$ cat config.mk
export PLATFORM = sky130hd
export DESIGN_NAME = shift_rot_unit
export DESIGN_NICKNAME = d
export VERILOG_FILES = /design/src/rtl/shift_rot_unit.sv
export SDC_FILE = /design/constraint.sdc
export NUM_CORES = 1
export LEC_CHECK = 0
export ABC_AREA = 1
export BUFFER_PORTS_ARGS = -buffer_cell sky130_fd_sc_hd__buf_4
export CAP_MARGIN = 15
export CORE_ASPECT_RATIO = 0.75
export CORE_MARGIN = 2
export CORE_UTILIZATION = 51
export DETAILED_ROUTE_END_ITERATION = 6
export GPL_TIMING_DRIVEN = 0
export PLACE_DENSITY = 0.75
export RECOVER_POWER = 50
export REMOVE_ABC_BUFFERS = 1
export SLEW_MARGIN = 5
export SYNTH_ARGS = -nofsm -noshare
export SYNTH_HDL_FRONTEND = slang
export SYNTH_SLANG_ARGS = --single-unit
$ cat constraint.sdc
create_clock -name clk -period 1.6 [get_ports clk]
set_input_delay 0.24 -clock clk [delete_from_list [all_inputs] [get_ports clk]]
set_output_delay 0.24 -clock clk [all_outputs]
set_load 0.005 [all_outputs]
$ cat src/rtl/shift_rot_unit.sv
// -----------------------------------------------------------------------------
// shift_rot_unit
//
// Purpose:
//   Multi-cycle shift/rotate register. A WIDTH-bit word is parallel-loaded
//   while idle. A start handshake then rotates or shifts it by a programmable
//   amount, one bit position per clock. This is a serial, low-cost stand-in
//   for a barrel shifter. Completion is reported by a busy level and a
//   one-cycle done pulse.
//
// Parameters:
//   WIDTH  register width in bits (>= 2), default 8
//   AMT_W  width of the shift-amount input, default 3
//
// Ports:
//   clk       in   rising-edge clock
//   rst       in   asynchronous, active-high reset
//   load_en   in   parallel load request (idle only, has priority over start)
//   load_val  in   [WIDTH]  parallel load data
//   start     in   begin an operation (idle only, when load_en=0)
//   mode      in   [2]  00 rotl, 01 rotr, 10 shl, 11 shr (sampled with start)
//   amt       in   [AMT_W] number of single-bit steps (sampled with start)
//   sin       in   serial fill bit for shifts, sampled on every step
//   op        out  [WIDTH] register contents
//   busy      out  high while an operation is in progress
//   done      out  one-cycle completion pulse
//   sout      out  bit expelled or wrapped by the most recent step
//
// Configuration macro:
//   SHIFT_ARITH_EN  when defined, mode 11 is an arithmetic right shift
//                   (the sign bit is replicated and sin is ignored). When
//                   undefined, mode 11 is a logical right shift filled from sin.
// -----------------------------------------------------------------------------
module shift_rot_unit #(
    parameter int WIDTH = 8,
    parameter int AMT_W = 3
) (
    input  logic             clk,
    input  logic             rst,
    input  logic             load_en,
    input  logic [WIDTH-1:0] load_val,
    input  logic             start,
    input  logic [1:0]       mode,
    input  logic [AMT_W-1:0] amt,
    input  logic             sin,
    output logic [WIDTH-1:0] op,
    output logic             busy,
    output logic             done,
    output logic             sout
);

    // The operation walks IDLE -> SHIFT (amt cycles) -> SETTLE -> DONE -> IDLE.
    // SETTLE is one wrap-up cycle between the last step and the done pulse.
    // It places done at (start edge + amt + 1) and keeps busy asserted for
    // amt+2 cycles in total. amt=0 skips SHIFT and goes straight to SETTLE.
    localparam logic [1:0] S_IDLE   = 2'd0;
    localparam logic [1:0] S_SHIFT  = 2'd1;
    localparam logic [1:0] S_SETTLE = 2'd2;
    localparam logic [1:0] S_DONE   = 2'd3;

    localparam logic [1:0] MODE_ROL = 2'b00;
    localparam logic [1:0] MODE_ROR = 2'b01;
    localparam logic [1:0] MODE_SHL = 2'b10;
    localparam logic [1:0] MODE_SHR = 2'b11;

    localparam logic [AMT_W-1:0] COUNT_ONE = AMT_W'(1);

    logic [1:0]       r_state;
    logic [1:0]       r_mode;
    logic [AMT_W-1:0] r_count;
    logic [WIDTH-1:0] r_op;
    logic             r_sout;

    // One-step candidates for each mode. These are pure rewiring of r_op.
    logic [WIDTH-1:0] w_rol;
    logic [WIDTH-1:0] w_ror;
    logic [WIDTH-1:0] w_shl;
    logic [WIDTH-1:0] w_shr;
    logic             w_fill;
    logic [WIDTH-1:0] w_step_op;
    logic             w_step_sout;
    logic             w_last_step;

`ifdef SHIFT_ARITH_EN
    // Arithmetic right shift: replicate the sign bit.
    assign w_fill = r_op[WIDTH-1];
`else
    // Logical right shift: fill from the serial input.
    assign w_fill = sin;
`endif

    // Per-bit neighbour selection. Bit 0 and bit WIDTH-1 are the only
    // positions whose source differs between rotates and shifts.
    genvar gi;
    generate
        for (gi = 0; gi < WIDTH; gi++) begin : g_bit
            if (gi == 0) begin : g_lsb_left
                assign w_rol[gi] = r_op[WIDTH-1];
                assign w_shl[gi] = sin;
            end else begin : g_mid_left
                assign w_rol[gi] = r_op[gi-1];
                assign w_shl[gi] = r_op[gi-1];
            end

            if (gi == WIDTH-1) begin : g_msb_right
                assign w_ror[gi] = r_op[0];
                assign w_shr[gi] = w_fill;
            end else begin : g_mid_right
                assign w_ror[gi] = r_op[gi+1];
                assign w_shr[gi] = r_op[gi+1];
            end
        end
    endgenerate

    // Select the step result with the latched mode. Left moves expel the MSB,
    // and right moves expel the LSB.
    always_comb begin
        w_step_op   = r_op;
        w_step_sout = r_sout;
        case (r_mode)
            MODE_ROL: begin
                w_step_op   = w_rol;
                w_step_sout = r_op[WIDTH-1];
            end
            MODE_ROR: begin
                w_step_op   = w_ror;
                w_step_sout = r_op[0];
            end
            MODE_SHL: begin
                w_step_op   = w_shl;
                w_step_sout = r_op[WIDTH-1];
            end
            MODE_SHR: begin
                w_step_op   = w_shr;
                w_step_sout = r_op[0];
            end
            default: begin
                w_step_op   = r_op;
                w_step_sout = r_sout;
            end
        endcase
    end

    assign w_last_step = (r_count == COUNT_ONE);

    always_ff @(posedge clk or posedge rst) begin
        if (rst) begin
            r_state <= S_IDLE;
            r_mode  <= MODE_ROL;
            r_count <= '0;
            r_op    <= '0;
            r_sout  <= 1'b0;
        end else begin
            case (r_state)
                S_IDLE: begin
                    if (load_en) begin
                        r_op <= load_val;
                    end else if (start) begin
                        r_mode  <= mode;
                        r_count <= amt;
                        r_state <= (amt != '0) ? S_SHIFT : S_SETTLE;
                    end
                end
                S_SHIFT: begin
                    r_op    <= w_step_op;
                    r_sout  <= w_step_sout;
                    r_count <= r_count - COUNT_ONE;
                    if (w_last_step) begin
                        r_state <= S_SETTLE;
                    end
                end
                S_SETTLE: begin
                    r_state <= S_DONE;
                end
                S_DONE: begin
                    r_state <= S_IDLE;
                end
                default: begin
                    r_state <= S_IDLE;
                end
            endcase
        end
    end

    assign op   = r_op;
    assign busy = (r_state != S_IDLE);
    assign done = (r_state == S_DONE);
    assign sout = r_sout;

endmodule

==> results of run 1 <==
==> per-layer routing <==
layer | vias up | routed length, um
li1 | 536 | -
met1 | 481 | 1125
met2 | 38 | 1165
met3 | 2 | 188
met4 | 0 | 8
met5 | - | 0
==> power by group through the flow <==
| stage | Sequential [uW] | Clock [uW] | Combinational [uW] |
|---|---|---|---|
| finish | 826 | 277 | 1460 |
| global route | 855 | 292 | 1710 |
| CTS | 822 | 280 | 1470 |
| detailed placement | 827 | 0 | 1430 |
| global placement | 817 | 0 | 1370 |
| floorplan | 787 | 0 | 971 |
==> worst max-delay path: cells and delay by family, from the launching register on <==
family     cells  cell delay, ns
buf+inv        3            0.35
flops          1            0.44
fa+ha+maj      1            0.24
==> sequential cells by signal, indices dropped and copies added (netlist names) <==
signal,cells
r_state,2
r_count,3
r_mode,2
sout,1
op,8
==> kinds of logic after synthesis <==
family                     count (synthesis)
adders and majority gates                  6
and+or+nand+nor                          103
buffers and inverters                     19
DFF                                       16
AOI/OAI and AO/OA                         13
==> through the flow <==
stage                     instance area [sq um]  worst slack, ns  instances
after floorplan                            1033         -0.03729        153
after global placement                     1274          -0.4087        205
after detailed placement                   1274          -0.5039        205
after CTS                                  1326          0.03862        209
after global routing                       1326         -0.04197        209
final                                      1326          0.03792        209
==> cell usage after synthesis <==
cell type / number / area [sq um]
nand2_1: 61 / 229.0
nor2_1: 22 / 82.58
dfrtp_1: 16 / 400.4
inv_1: 11 / 41.29
nand3_1: 11 / 55.05
o21ai_0: 8 / 40.04
ha_1: 6 / 75.07
a21oi_1: 5 / 25.02
nor2_2: 4 / 25.02
clkinv_1: 2 / 7.510
nand2_4: 2 / 22.52
buf_2: 1 / 5.000
buf_4: 1 / 7.510
buf_8: 1 / 15.01
clkbuf_8: 1 / 13.76
inv_2: 1 / 3.750
inv_4: 1 / 6.260
nand2_2: 1 / 6.260
nand3b_1: 1 / 7.510
or2_1: 1 / 6.260
==> cell usage in the layout, fill, tap and decap left out <==
cell type	synthesis	routed
o21ai_0	8	7
inv_4	1	1
o21ai_1	0	1
clkbuf_4	0	7
buf_4	1	24
nand2_2	1	1
nand3b_1	1	1
or2_1	1	1
inv_1	11	11
clkinv_2	0	1
ha_4	0	1
nand2_4	2	2
inv_2	1	1
nand2_1	61	61
a21oi_1	5	5
ha_2	0	1
nor2_2	4	4
nand3_1	11	11
dfrtp_1	16	16
clkbuf_8	1	1
ha_1	6	4
nor2_1	22	22
clkinv_1	2	1
==> area by class of cell <==
type                            instances  area [sq um]  share of cell area [%]
Clock buffer                            4         36.28                   2.736
Inverter                               15         60.06                   4.528
Multi-Input combinational cell        122         589.3                   44.43
Sequential cell                        16         400.4                   30.19
Tap cell                               24         30.03                   2.264
Timing Repair Buffer                   28         210.2                   15.85
==> final timing paths <==
kind | from | to | slack (ns) | cells after the start
setup reg to reg | r_state[1] | op[0] | 0.15 | 7
setup / recovery | r_state[0] | busy | 0.04 | 4
max in group asynchronous | rst | op[0] | 1.17 | 2
hold reg to reg | sout | sout | 0.53 | 2
min in group clk | mode[0] | r_mode[0] | 0.19 | 3
hold / removal | rst | r_count[1] | 0.02 | 2
==> timing repair <==
action                     4_1_cts  5_1_grt
gates resized for setup          4        1
cloned                           0        0
setup endpoints to repair       14        2
pin swaps                        0        0
hold buffers                     0        0
==> impl_results.md, run 1 <==
- Maximum capacitance violations: 0
- Share of layout cells above drive strength 1: between 20% and 30%
- Die ar.: between 2000 and 2500 sq um
- Post-route DRC: 0
- Worst setup path class: flip-flop to output pin
- Post-Synth Adder-Cell Area: under 10%
- Boundary pin count: 29
- Xor/xnor cell area share of the yosys netlist: 0%
- Placer congestion estimate: about 0.83
- Total gr overflow: 0
- Skew-Pair Late Insertion Delay: 0.29 ns
- Fin crit share: between 90% and 100%
- Status: complete, no violations
- Wire per inst: around 12 um
- Starting Density: roughly 54%
- Vias in the first global route: 1001
- Max stage delay cell, worst path: dfrtp_1
- Setup Skew: roughly 0.0081 ns
- Crit path time final: between 1.5 and 2 ns
- Crit path DAT: approximately 1.3 ns
- Post-DR vias/cell: just over 5
- Post-route ant nets: 0
- Startpoint Class: flip-flop
- Chip width: 57.01 um
- CTS tree: done
- Number of I/O port buffers: 28
- Area Growth Syn to Fin: 23.40%
- Worst Tran Pin Value: about 0.63 ns
- Max Buffers Root-to-Sink: 2
- Worst hold margin: 0.01628 ns
- Clock Sinks: 16
- CP Capture Type: output pin
- Pwr Total: 2568 uW
- Total track usage: 22.92%
- Setup repair bufs after CTS: 0
- Met3 usage: under 10%
- Worst Path Max Fanout: 6
- Die height: roughly 44 um
- Synth warn: 0
- Initial antenna violation count: 0
- Met1 Usage GRT: a little under a third
- Sw frac: between 40% and 50%
- Gr busiest metal: met2
- Compound-cell area share of the yosys netlist: 6.054%
- Final Hold Fails: 0
- Max frequency: 640.2 MHz
- Final setup fails: 0
- Vias: 1057
- Netlist cell types: 20
- Crit-path cells: inv_1 > ha_2 > inv_2 > buf_4
- H-tree Lvls: 1
- Pwr Density: between 1500 and 2000 nW/um^2
- Sequential fraction of the synthesis area: 37.25%
- Dpl hpwl: 1903 um
- Routed wire length: approximately 2500 um
- Area of the core: 1997 sq um
- Utilization after layout: roughly two thirds
- Net Switching: ~1200 uW
- DRT Pass-1 Iters: 5
- Mapped Cells: 157
- Proportion of synthesized area in mux cells: 0%
- Final #Nets: 210
- Critical Path RT: 1.36 ns
- Clock slew at reported path FFs: roughly 0.10 ns
- Slew headroom: approximately three fifths
- Post-synthesis simple-gate area fraction: a little over 40%
- Fin Setup TNS: 0 ns
- Share of power burned in registers: 32.2%
- Met2 Use GR: 37.70%
- Antenna cells: 0
- Internal Power: 1359 uW
- Mapped Area: between 1000 and 1500 sq um
- TritonCTS buffer count: 3
- Slew Viols, Final: 0
- Hold crit path type: primary input to async pin
- Dominant combinational cell family by area after synthesis: simple AND/OR/NAND/NOR gates
- Iteration-0 DRC Markers: between 60 and 70
- P_leak: between 0.0007 and 0.0008 uW
- Root buffer cell: clkbuf_4
- Mean Syn Cell Area: about 6.8 sq um
- Row count: 14
- Unrepaired setup endpoints after global routing: true
- Part of the power in combinational logic: between 50 and 60%
- Clock power share: a little over a tenth
- Worst IR drop on VDD: roughly 1.2 mV
- CP max stage delay: between 0.4 and 0.5 ns
- Largest net degree at the start of global routing: 19
- Filler cells: 187
- First-pass GRT wire length: 4360 um
- Register bit count reported by yosys: 16
No activity file was read; power rests on OpenSTA's default activity.
==> run 2, diff against run 1 <==
PLACE_DENSITY = 0.81   (was 0.75)
==> impl_results.md, run 2 (synthesized netlist as in run 1, its figures left out) <==
- Status: complete, no violations (unchanged)
- Worst Path Max Fanout: 6 (unchanged)
- Dpl hpwl: 1787 um (was 1903 um)
- Row count: 14 (unchanged)
- Most common cell after layout, fill and taps aside: nand2_1 (unchanged)
- Max frequency: 666.8 MHz (was 640.2 MHz)
- P_leak: 0.0007266 uW (was 0.0007256 uW)
- Filler cells: 171 (was 187)
- Vias: 1054 (was 1057)
- Slew Viols, Final: 0 (unchanged)
- Multi-input gate area: 599.3 sq um (was 589.3 sq um)
- Utilization after layout: 67.17% (was 66.42%)
- Die height: 43.76 um (unchanged)
- Die ar.: 2494 sq um (unchanged)
- Storage cell area: 401.6 sq um (was 400.4 sq um)
- Post-route ant nets: 0 (unchanged)
- Boundary pin count: 29 (unchanged)
- Dpl ws: -0.4507 ns (was -0.5039 ns)
- Maximum capacitance violations: 0 (unchanged)
- Worst IR drop on VDD: 1.091 mV (was 1.209 mV)
- Fin crit share: 93.73% (was 97.63%)
- Startpoint Class: flip-flop (unchanged)
- Placed cells: 205 (unchanged)
- Gr busiest metal: met2 (unchanged)
- Area Growth Syn to Fin: 24.80% (was 23.40%)
- Met3 usage: 6.269% (was 6.866%)
- Share of layout cells above drive strength 1: 24.73% (was 23.78%)
- Unrepaired setup endpoints after global routing: false (was true)
- CTS tree: done (unchanged)
- Worst Tran Pin Value: 0.5826 ns (was 0.6288 ns)
- Met2 Use GR: 34.25% (was 37.70%)
- Largest net degree at the start of global routing: 19 (unchanged)
- Leading cell types in the layout, fill and taps excluded: 61 x nand2_1, 24 x buf_4, 22 x nor2_1, 15 x dfrtp_1 (was 61 x nand2_1, 24 x buf_4, 22 x nor2_1, 16 x dfrtp_1)
- Post-route cell area: 1341 sq um (was 1326 sq um)
- Post-DR vias/cell: 5.019 (was 5.057)
- Post-CTS Hold Buffers: 0 (unchanged)
- Met1 Usage GRT: 27.36% (was 30.45%)
- Fin Setup TNS: 0 ns (unchanged)
- Critical Path RT: 1.36 ns (about the same)
- Number of cells on the worst reg-to-reg path: 6 (was 7)
- Max Buffers Root-to-Sink: 2 (unchanged)
- Setup Skew: 0.003629 ns (was 0.008142 ns)
- TritonCTS buffer count: 3 (unchanged)
- H-tree Lvls: 1 (unchanged)
- CP Capture Type: output pin (unchanged)
- Root buffer cell: clkbuf_4 (unchanged)
- Slew headroom: 61.12% (was 58.03%)
- DRT Pass-1 Iters: 4 (was 5)
- Final Hold Fails: 0 (unchanged)
- Clock Sinks: 16 (unchanged)
- Routed wire length: 2413 um (was 2488 um)
- Pwr Density: 1911 nW/um^2 (was 1936 nW/um^2)
- Number of I/O port buffers: 28 (unchanged)
- First-pass GRT wire length: 3939 um (was 4360 um)
- Area of the core: 1997 sq um (unchanged)
- Clock slew at reported path FFs: 0.09 ns (was 0.10 ns)
- Wire per inst: 11.49 um (was 11.90 um)
- Initial antenna violation count: 0 (unchanged)
- Iteration-0 DRC Markers: 41 (was 64)
- Worst setup path class: flip-flop to output pin (unchanged)
- Chip width: 57.01 um (unchanged)
- Final setup fails: 0 (unchanged)
- Crit path DAT: 1.26 ns (was 1.32 ns)
- Total track usage: 21.23% (was 22.92%)
- Post-route DRC: 0 (unchanged)
- Placed cell area: 1274 sq um (unchanged)
- Vias in the first global route: 910 (was 1001)
- Max reg flops: 8 (unchanged)
- Placer congestion estimate: 0.8199 (was 0.8335)
- Antenna cells: 0 (unchanged)
- Hold crit path type: primary input to async pin (unchanged)
- Final #Nets: 212 (was 210)
- Skew-Pair Late Insertion Delay: 0.29 ns (about the same)
- Total gr overflow: 0 (unchanged)
- Starting Density: 53.82% (unchanged)
- Crit path time final: 1.500 ns (was 1.562 ns)
- Post-route setup slack: 0.1003 ns (was 0.03792 ns)
- Non-filler cells, final: 210 (was 209)
## run 2: stage by stage
step                power, uW  hold WS [ns]
floorplan                1759        0.1537
global placement         2177        0.3444
detailed placement       2252        0.3446
CTS                      2506       0.02148
global route             2851       0.05415
finish                   2563      0.007956
## run 2: critical path, stage by stage, from the launching register on
cell,delay [ns]
dfrtp_2,0.45
inv_1,0.14
ha_4,0.19
inv_2,0.07
buf_4,0.14
## run 2: layout make-up
type,count,share of cell area [%]
multi-input cells,122,44.68
flip-flops and latches,16,29.94
clock buffers,3,1.679
inverters,15,4.664
repair buffers,30,16.79
well taps,24,2.239
## run 2: worst paths after layout
| kind | startpoint | to | slack (ns) |
|---|---|---|---|
| setup / recovery | r_state[0] | busy | 0.10 |
| hold / removal | rst | r_count[0] | 0.008 |
| setup reg to reg | r_state[0] | r_count[0] | 0.17 |
| hold reg to reg | sout | sout | 0.51 |
| max in group asynchronous | rst | r_state[0] | 1.17 |
| min in group clk | mode[1] | r_mode[1] | 0.20 |
## run 2: metal layers
metal,wire (um),share of wire (%)
met1,1054,44
met2,1170,48
met3,167,6.9
met4,21,0.87
met5,0,0
## run 2: timing repair
item	in CTS	in global routing
setup endpoints to repair	14	6
cloned	0	0
buffers inserted	0	2
gates resized for setup	3	3
hold endpoints to repair	0	0
## run 2: power by group
| group | switching (uW) | internal [uW] |
|---|---|---|
| logic | 864 | 655 |
| clock network | 121 | 87.6 |
| registers | 224 | 611 |
==> run 3, diff against run 2 <==
CAP_MARGIN = 10   (was 15)
RECOVER_POWER = unset   (was 50)
==> impl_results.md, run 3 (synthesized netlist as in run 1, its figures left out) <==
- CTS tree: done (unchanged)
- Final setup fails: 0 (unchanged)
- Pwr Total: 2575 uW (was 2563 uW)
- Post-route setup slack: 0.09827 ns (was 0.1003 ns)
- Root buffer cell: clkbuf_4 (unchanged)
- Post-DR vias/cell: 5.010 (was 5.019)
- H-tree Lvls: 1 (unchanged)
- Max Buffers Root-to-Sink: 2 (unchanged)
- Iteration-0 DRC Markers: 42 (was 41)
- Fin crit share: 93.86% (was 93.73%)
- Max frequency: 665.9 MHz (was 666.8 MHz)
- Worst setup path class: flip-flop to output pin (unchanged)
- Pwr Density: 1920 nW/um^2 (was 1911 nW/um^2)
- First-pass GRT wire length: 3939 um (unchanged)
- Total gr overflow: 0 (unchanged)
- Starting Density: 53.82% (unchanged)
- CP Capture Type: output pin (unchanged)
- Wire per inst: 11.52 um (was 11.49 um)
- Status: complete, no violations (unchanged)
- Area of the core: 1997 sq um (unchanged)
- Worst Tran Pin Value: 0.5839 ns (was 0.5826 ns)
- Crit path time final: 1.502 ns (was 1.500 ns)
- Placer congestion estimate: 0.8199 (unchanged)
- Die ar.: 2494 sq um (unchanged)
- P_leak: 0.0007282 uW (was 0.0007266 uW)
- Dpl hpwl: 1787 um (unchanged)
- Critical Path RT: 1.36 ns (about the same)
- Chip width: 57.01 um (unchanged)
- Total track usage: 21.23% (unchanged)
- Antenna cells: 0 (unchanged)
- Post-route DRC: 0 (unchanged)
- Dpl ws: -0.4507 ns (unchanged)
- Number of I/O port buffers: 28 (unchanged)
- Setup Skew: 0.002593 ns (was 0.003629 ns)
- Area Growth Syn to Fin: 24.80% (unchanged)
- Worst IR drop on VDD: 1.088 mV (was 1.091 mV)
- TritonCTS buffer count: 3 (unchanged)
- Clock slew at reported path FFs: 0.09 ns (about the same)
- Slew Viols, Final: 0 (unchanged)
- Leading cell types in the layout, fill and taps excluded: 61 x nand2_1, 30 x buf_4, 22 x nor2_1, 15 x dfrtp_1 (was 61 x nand2_1, 24 x buf_4, 22 x nor2_1, 15 x dfrtp_1)
- Share of layout cells above drive strength 1: 24.73% (unchanged)
- Worst Path Max Fanout: 6 (unchanged)
- Vias: 1052 (was 1054)
- DRT Pass-1 Iters: 4 (unchanged)
- Crit path DAT: 1.26 ns (about the same)
- Slew headroom: 61.03% (was 61.12%)
- Skew-Pair Late Insertion Delay: 0.29 ns (about the same)
- Maximum capacitance violations: 0 (unchanged)
- Die height: 43.76 um (unchanged)
- Final #Nets: 212 (unchanged)
- Most common cell after layout, fill and taps aside: nand2_1 (unchanged)
- Boundary pin count: 29 (unchanged)
- Largest net degree at the start of global routing: 19 (unchanged)
- Clock Sinks: 16 (unchanged)
- Hold crit path type: primary input to async pin (unchanged)
- Final Hold Fails: 0 (unchanged)
- Max reg flops: 8 (unchanged)
- Routed wire length: 2420 um (was 2413 um)
- Post-route ant nets: 0 (unchanged)
- Startpoint Class: flip-flop (unchanged)
- Initial antenna violation count: 0 (unchanged)
- Row count: 14 (unchanged)
- Worst hold margin: 0.007083 ns (was 0.007956 ns)
- Vias in the first global route: 910 (unchanged)
- Unrepaired setup endpoints after global routing: false (unchanged)
- Post-CTS Hold Buffers: 0 (unchanged)
## run 3: cell count changes in the layout (fill, tap and decap cells not counted)
| cell | before | now |
|---|---|---|
| buf_4 | 24 | 30 |
| clkbuf_4 | 9 | 3 |
## run 3: final timing paths
check                                start    endpoint  slack [ns]  depth (start not counted)
worst max-delay path            r_state[0]        busy         0.1                          4
worst min-delay path                   rst  r_count[0]       0.007                          2
worst max register to register  r_state[0]  r_count[0]        0.17                          6
worst min register to register        sout        sout        0.52                          2
max in group asynchronous              rst  r_state[0]        1.18                          2
min in group clk                   mode[1]   r_mode[1]        0.20                          3
## run 3: area by class of cell
type                    instances  area (sq um)
multi-input cells             122         599.3
well taps                      24         30.03
inverters                      15         62.56
fillers                       171         655.6
clock buffers                   3         22.52
repair buffers                 30         225.2
flip-flops and latches         16         401.6
## run 3: metrics by stage
| step | area (sq um) | util, % | cells | setup TNS, ns |
|---|---|---|---|---|
| after floorplan | 1033 | - | 153 | -0.08213 |
| after global placement | 1274 | 63.78 | 205 | -2.193 |
| after detailed placement | 1274 | 63.78 | 205 | -2.963 |
| after CTS | 1311 | 65.66 | 208 | 0 |
| after global routing | 1341 | 67.17 | 210 | 0 |
| final | 1341 | 67.17 | 210 | 0 |
## run 3: worst max-delay path, stage by stage (launching register included)
cell     delay, ns
dfrtp_2       0.45
inv_1         0.14
ha_4          0.19
inv_2         0.07
buf_4         0.14
## run 3: timing repair
item | CTS | global route
endpoints found under the hold margin | 0 | 0
cloned | 0 | 0
endpoints found under the setup margin | 14 | 6
gates resized for setup | 3 | 3
setup buffers | 0 | 2
pin swaps | 0 | 0
## run 3: metal layers
metal  global-route usage, %  routed length, um
met5                       0                  0
met2                   34.25               1180
met1                   27.36               1065
met4                   7.907                 21
met3                   6.269                153
## run 3: report_power, final
group | switching [uW] | internal (uW) | total [uW]
logic | 865 | 661 | 1530
registers | 228 | 611 | 839
clock network | 122 | 87.6 | 210
total | 1220 | 1360 | 2570
